==> config.mk <==
export PLATFORM = sky130hd
export DESIGN_NAME = rr_mux_stage
export DESIGN_NICKNAME = d
export VERILOG_FILES = /design/src/rtl/rr_mux_pkg.sv /design/src/rtl/rr_mux_pick.sv /design/src/rtl/rr_mux_stage.sv
export SDC_FILE = /design/constraint.sdc
export NUM_CORES = 1
export LEC_CHECK = 0
export ABC_AREA = 1
export CAP_MARGIN = 20
export CORE_MARGIN = 2
export CORE_UTILIZATION = 60
export CTS_BUF_LIST = sky130_fd_sc_hd__clkbuf_2 sky130_fd_sc_hd__clkbuf_4 sky130_fd_sc_hd__clkbuf_8
export DETAILED_ROUTE_END_ITERATION = 12
export DONT_BUFFER_PORTS = 1
export MAX_ROUTING_LAYER = met4
export PLACE_DENSITY = 0.87
export SETUP_SLACK_MARGIN = 0.02
export SLEW_MARGIN = 20
export SYNTH_ARGS = -nofsm -noshare
export SYNTH_HDL_FRONTEND = slang
export SYNTH_SLANG_ARGS = --single-unit
==> constraint.sdc <==
create_clock -name clk -period 1.2 [get_ports clk]
set_clock_uncertainty 0.05 [all_clocks]
set_input_delay 0.06 -clock clk [delete_from_list [all_inputs] [get_ports clk]]
set_output_delay 0.06 -clock clk [all_outputs]
set_load 0.03 [all_outputs]
==> src/rtl/rr_mux_pkg.sv <==
// Shared helpers for the round-robin / fixed-priority mux stage.
package rr_mux_pkg;

    localparam int unsigned MAX_N  = 64;
    localparam int unsigned MAX_NW = 6;

    function automatic int unsigned idx_width(input int unsigned n);
        return (n > 1) ? $clog2(n) : 1;
    endfunction

    // Index of the first set bit of req[n-1:0] at or after start, wrapping; 0 if none.
    function automatic int unsigned first_set_from(
        input logic [MAX_N-1:0] req,
        input int unsigned      start,
        input int unsigned      n
    );
        int unsigned idx;
        int unsigned res;
        logic        found;
        res   = 0;
        found = 1'b0;
        for (int unsigned k = 0; k < MAX_N; k++) begin
            if (!found && (k < n)) begin
                idx = start + k;
                if (idx >= n) idx = idx - n;
                if (req[MAX_NW'(idx)]) begin
                    res   = idx;
                    found = 1'b1;
                end
            end
        end
        return res;
    endfunction

endpackage

==> src/rtl/rr_mux_pick.sv <==
// Combinational channel picker; round-robin from ptr when ROUND_ROBIN_EN is
// defined, otherwise lowest-index fixed priority (no ptr port).
module rr_mux_pick
    import rr_mux_pkg::*;
#(
    parameter  int unsigned N    = 4,
    localparam int unsigned IDXW = idx_width(N)
) (
    input  logic [N-1:0]    req,
`ifdef ROUND_ROBIN_EN
    input  logic [IDXW-1:0] ptr,
`endif
    output logic [IDXW-1:0] gnt_idx,
    output logic            any_req
);

    always_comb begin
        any_req = |req;
`ifdef ROUND_ROBIN_EN
        gnt_idx = IDXW'(first_set_from(MAX_N'(req), int'(ptr), N));
`else
        gnt_idx = IDXW'(first_set_from(MAX_N'(req), 0, N));
`endif
    end

endmodule

==> src/rtl/rr_mux_stage.sv <==
// N-channel valid/ready selector with one registered output stage.
// Arbitration: round-robin if ROUND_ROBIN_EN is defined, else fixed priority.
module rr_mux_stage
    import rr_mux_pkg::*;
#(
    parameter  int unsigned WIDTH = 8,
    parameter  int unsigned N     = 4,
    localparam int unsigned IDXW  = idx_width(N)
) (
    input  logic                 clk,
    input  logic                 rst,
    input  logic [N-1:0]         in_valid,
    input  logic [N*WIDTH-1:0]   in_data,
    output logic [N-1:0]         in_ready,
    output logic                 out_valid,
    output logic [WIDTH-1:0]     out_data,
    output logic [IDXW-1:0]      out_sel,
    input  logic                 out_ready
);

    logic             out_valid_q, out_valid_d;
    logic [WIDTH-1:0] out_data_q,  out_data_d;
    logic [IDXW-1:0]  out_sel_q,   out_sel_d;
    logic [IDXW-1:0]  gnt_idx;
    logic             any_req;
    logic             can_load;
    logic             xfer;
    logic [WIDTH-1:0] sel_data;

`ifdef ROUND_ROBIN_EN
    logic [IDXW-1:0]  ptr_q, ptr_d;
`endif

    rr_mux_pick #(.N(N)) u_pick (
        .req     (in_valid),
`ifdef ROUND_ROBIN_EN
        .ptr     (ptr_q),
`endif
        .gnt_idx (gnt_idx),
        .any_req (any_req)
    );

    // Grant decode and payload mux; nothing is accepted while rst is high.
    always_comb begin
        can_load = !out_valid_q || out_ready;
        xfer     = any_req && can_load && !rst;
        in_ready = '0;
        sel_data = '0;
        for (int unsigned i = 0; i < N; i++) begin
            if (IDXW'(i) == gnt_idx) begin
                in_ready[i] = xfer;
                sel_data    = in_data[i*WIDTH +: WIDTH];
            end
        end
    end

    // Load replaces the held beat in the same cycle it is consumed.
    always_comb begin
        out_valid_d = out_valid_q;
        out_data_d  = out_data_q;
        out_sel_d   = out_sel_q;
`ifdef ROUND_ROBIN_EN
        ptr_d       = ptr_q;
`endif
        if (xfer) begin
            out_valid_d = 1'b1;
            out_data_d  = sel_data;
            out_sel_d   = gnt_idx;
`ifdef ROUND_ROBIN_EN
            ptr_d       = (gnt_idx == IDXW'(N - 1)) ? '0 : gnt_idx + IDXW'(1);
`endif
        end else if (out_ready) begin
            out_valid_d = 1'b0;
        end
    end

    always_ff @(posedge clk) begin
        if (rst) begin
            out_valid_q <= 1'b0;
            out_data_q  <= '0;
            out_sel_q   <= '0;
`ifdef ROUND_ROBIN_EN
            ptr_q       <= '0;
`endif
        end else begin
            out_valid_q <= out_valid_d;
            out_data_q  <= out_data_d;
            out_sel_q   <= out_sel_d;
`ifdef ROUND_ROBIN_EN
            ptr_q       <= ptr_d;
`endif
        end
    end

    assign out_valid = out_valid_q;
    assign out_data  = out_data_q;
    assign out_sel   = out_sel_q;

endmodule

==> results of run 1 <==
==> per-stage QoR <==
stage	worst slack [ns]	setup TNS (ns)	hold slack (ns)	util	cell area [um2]
after floorplan	-0.09288	-0.09288	0.1148	-	845.8
after global placement	0.007770	0	0.07400	0.7574	960.9
after detailed placement	-0.04524	-0.2286	0.07442	0.7574	960.9
after CTS	-0.2328	-1.618	-0.002681	0.8984	1140
==> cell usage after synthesis <==
master     n  area [um2]
nand3_2    5       50.05
nand2_1   41       153.9
o21ai_2    1       8.760
nand4_1    3       18.77
o21ai_0    2       10.01
a21oi_2    4       35.03
nor2_4     1       11.26
a21oi_1    1       5.000
nand2_2    1       6.260
dfxtp_1   11       220.2
a211oi_2   1       12.51
nand3_1   17       85.08
nor2_1    17       63.81
buf_6      2       22.52
inv_1     12       45.04
nor2_2     1       6.260
clkbuf_2   1       5.000
nor4_1     1       6.260
buf_4      2       15.01
nor3_1     2       10.01
inv_2      2       7.510
==> what timing repair did <==
action,in CTS
hold buffers,11
pin swaps,6
endpoints found under the hold margin,11
gates resized for setup,10
setup buffers,1
endpoints found under the setup margin,14
==> cells by family after synthesis <==
group	share of synthesized area
buffers and inverters	0.1191
and+or+nand+nor	0.5157
AOI/OAI and AO/OA	0.08933
DFF	0.2759
==> metrics.yaml, run 1 <==
cell_count_after_synthesis: 128
cts_h_tree_depth: 1
synth_sequential_area_ratio: 0.2759
number_of_antenna_violations_at_the_first_check_in_global_routing: 0
synth.distinct_cells: 21
die_x_um: 40.48
num_io_pins: 54
synthesis_stage_register_bit_count: 11
placed_cells: 157
failed_at: "global routing (5_1_grt)"
syn_nets: 167
cts_made_buffers: 3
synthesis.yosys.warnings: 0
die-height_um: 40.48
routabilityCongestion: 0.8407
port_buffers: 0
clockRootBuffer: "clkbuf_4"
synthesis.area_per_instance_um2: 6.236
largest_net_degree_at_the_start_of_global_routing: 13
std_cell_rows: 13
cts.sink_count: 11
synthesis.area_um2: 798.3
worst-ep-kind: "primary output"
floorplan.initialDensity: 0.6292
grt_repair_worst_endpoint: "in_ready[2]"
hpwl_um: 1658
firstError: "[ERROR DPL-0033] detailed placement checks failed during check placement."
ctsLongestPathBuffers: 2
run_status: "did not finish"
==> inputs of run 2 (changes only) <==
Settings changed: CORE_AREA set to 2 2 63 65, CORE_MARGIN 2 to not set, CORE_UTILIZATION 60 to not set, CTS_BUF_LIST sky130_fd_sc_hd__clkbuf_2 sky130_fd_sc_hd__clkbuf_4 sky130_fd_sc_hd__clkbuf_8 to not set, DIE_AREA set to 0 0 65 67, MAX_ROUTING_LAYER met4 to not set, PLACE_DENSITY 0.87 to not set, PLACE_DENSITY_LB_ADDON set to 0.15, SETUP_SLACK_MARGIN 0.02 to not set.
==> run 2 against run 1 <==
The flow now finishes, with violations (setup timing); synthesized cell count is the same; synthesized area did not move.
==> metrics.yaml, run 2 <==
groute.usage.overall: 0.1192
die-height_um: 67  # +66%
clockRootBuffer: "clkbuf_8"
setup_viol: 8
port_buffers: 0  # unchanged
fillCellCount: 402
ys_async_sr_fraction: 0  # unchanged
syn_nets: 167  # unchanged
synth_top_area_cell: "dfxtp_1"
cell_count_after_synthesis: 128  # unchanged
die_area_um2: 4355
pwr-share-comb: 0.309
grt_first_pass_wirelength_um: 3905
maxCapViolCount: 0
globalRoute.totalOverflow: 0
holdCritStartpoint: "in_data[28]"
share_clk_of_total_power: 0.321
r2r.worst_path.cells: 10
power_switching_mw: 0.3521
number_of_antenna_violations_at_the_first_check_in_global_routing: 0
register_area_um2: 224.0
synthesis.yosys.warnings: 0  # unchanged
wire_per_inst_um: 12.40
detail_route.iter0.violations: 28
finalWirelength_um: 2442
ys_dominant_reg_cell: "dfxtp_1"
routedLengthMet1_um: 1011
final-max-slew-violation-count: 0
via_per_inst: 4.533
cts.clk_slew.worst_paths_ns: 0.05
netSwitchingFraction: 0.3159
worst-endpoint-required_ns: 1.09
hold-worst-slack_ns: 0.01540
mostFrequentLayoutCell: "nand2_1"
met2WireLength_um: 1247
layout.cells.most_common_list: "40 x nand2_1, 16 x buf_4, 14 x nand3_1"
flow.area_growth_from_synthesis_pct: 41.22
synth.top_cells.by_area: "dfxtp_1 28%, nand2_1 19%, nand3_1 11%"
leakagePower_nw: 0.5237
cts.sink_count: 11  # unchanged
core_um2: 3606
synthesis_stage_register_bit_count: 11  # unchanged
die_x_um: 65  # +61%
std_cell_rows: 22  # +9
fin_tns_setup_ns: -1.029
internal-power_mw: 0.7624
synthesis.area_per_instance_um2: 6.236  # unchanged
vias: 893
synth.distinct_cells: 21  # unchanged
synth_common_cells: "41 x nand2_1, 17 x nand3_1, 17 x nor2_1, 12 x inv_1, 11 x dfxtp_1"
cp_data_arrival_time_ns: 1.26
timing.final.crit_share: 1.145
powerDensity_nw_per_um2: 988.6
clkLatencyLatePin_ns: 0.23
ctsLongestPathBuffers: 2  # unchanged
failed_checks: "setup timing"
pwr-share-seq: 0.370
synth-edff-count: 0  # unchanged
synth_sequential_area_ratio: 0.2759  # unchanged
achievable-frequency_mhz: 727.8
cts_made_buffers: 3  # unchanged
postPlaceCellArea_um2: 1015  # +5.6%
drt-pass1-iter-count: 4
crit_path_from: "out_valid$_SDFFE_PP0P_"
setup.worst_path.start_class: "register"
cts_h_tree_depth: 1  # unchanged
largest_net_degree_at_the_start_of_global_routing: 14
yosys.area.top_type_share: 0.2759  # unchanged
antenna_violating_nets_post_route: 0
slew_at_the_pin_closest_to_its_max_slew_limit_ns: 0.4624
layout_setup_ws_ns: -0.1740
tritoncts: "yes"
post_route_cells_drive_above_1_share: 0.3557
run_status: "finished, violations left"
power_mw: 1.114
dr.max_layer_used: "met3"
final_routed_drc_violation_total: 0
final_area_um2: 1127
critPathKind: "register to primary output"
synthesis.area_um2: 798.3  # unchanged
largest_fanout_of_any_net_on_the_critical_path: 4
routabilityCongestion: 0.6754  # -20%
max-slew-margin-rel: 0.6914
worstHoldPathType: "input pin to register"
largest_register_ff_count: 8
multiInputGateArea_um2: 548.0
antenna_cells_inserted: 0
vdd.ir_drop.worst_mv: 0.5875
finalHoldViolCount: 0
rsz0062_at_grt: "true"
synthMostInstantiatedCell: "nand2_1"
first_global_vias: 862
floorplan.initialDensity: 0.2214  # -0.4078
fin_nets: 189
timing.rr.start: "out_valid$_SDFFE_PP0P_"
layout_min_cycle_time_ns: 1.374
hpwl_um: 2028  # +22%
crit_path_end_kind: "primary output"
num_io_pins: 54  # unchanged
min_delay_path_depth: 4
wl_met3_um: 184
[run 2: per-layer routing]
| layer | vias to the layer above | track usage |
|---|---|---|
| met5 | - | 0 |
| met4 | 0 | 0.03191 |
| met3 | 0 | 0.04223 |
| met2 | 32 | 0.2088 |
| met1 | 405 | 0.1368 |
| li1 | 456 | - |
[run 2: power by group through the flow]
stage                     Clock [mW]  Sequential, mW  Combinational (mW)
after detailed placement           0           0.417               0.320
after global placement             0           0.417               0.317
final                          0.358           0.412               0.344
after global routing           0.409           0.415               0.378
after floorplan                    0           0.471               0.183
after CTS                      0.375           0.411               0.337
[run 2: worst paths after layout]
kind,slack (ns),end
worst max-delay path,-0.17,in_ready[0]
worst min-delay path,0.02,out_data[4]$_SDFFE_PP0N_
worst max register to register,-0.11,out_data[2]$_SDFFE_PP0N_
worst min register to register,0.41,out_data[7]$_SDFFE_PP0N_
[run 2: critical path, stage by stage (launching register included)]
cell and delay [ns]:
dfxtp_4 0.34, inv_2 0.04, nor2_2 0.03, nor2_2 0.08, nand2_2 0.08, buf_12 0.14
nor4_4 0.13, buf_4 0.20
[run 2: cell type report]
class                   count  area share
flip-flops and latches     11      0.1987
clock buffers               4     0.03996
repair buffers             22      0.1731
inverters                  14     0.04883
well taps                  48     0.05327
multi-input cells          98      0.4861
[run 2: repair_timing]
| item | in CTS | in global routing |
|---|---|---|
| pin swaps | 4 | 3 |
| hold buffers | 1 | 0 |
| hold endpoints to repair | 6 | 0 |
| setup buffers | 1 | 1 |
| setup endpoints to repair | 9 | 14 |
| gates resized for setup | 5 | 7 |
[run 2: kinds of logic (layout without fill, tap and decap cells)]
| group | Yosys count | in the layout | synth area share |
|---|---|---|---|
| AOI/OAI and AO/OA | 9 | 9 | 0.08933 |
| buffers and inverters | 19 | 40 | 0.1191 |
| DFF | 11 | 11 | 0.2759 |
| and+or+nand+nor | 89 | 89 | 0.5157 |
[run 2: metrics by stage]
step                setup WS (ns)  cells    util
floorplan                -0.09288    128       -
global placement         -0.02157    190  0.2814
detailed placement       -0.04902    190  0.2814
CTS                       -0.2319    196  0.3040
global route              -0.2669    197  0.3126
finish                    -0.1740    197  0.3126
(Power assumes the default switching activity.)
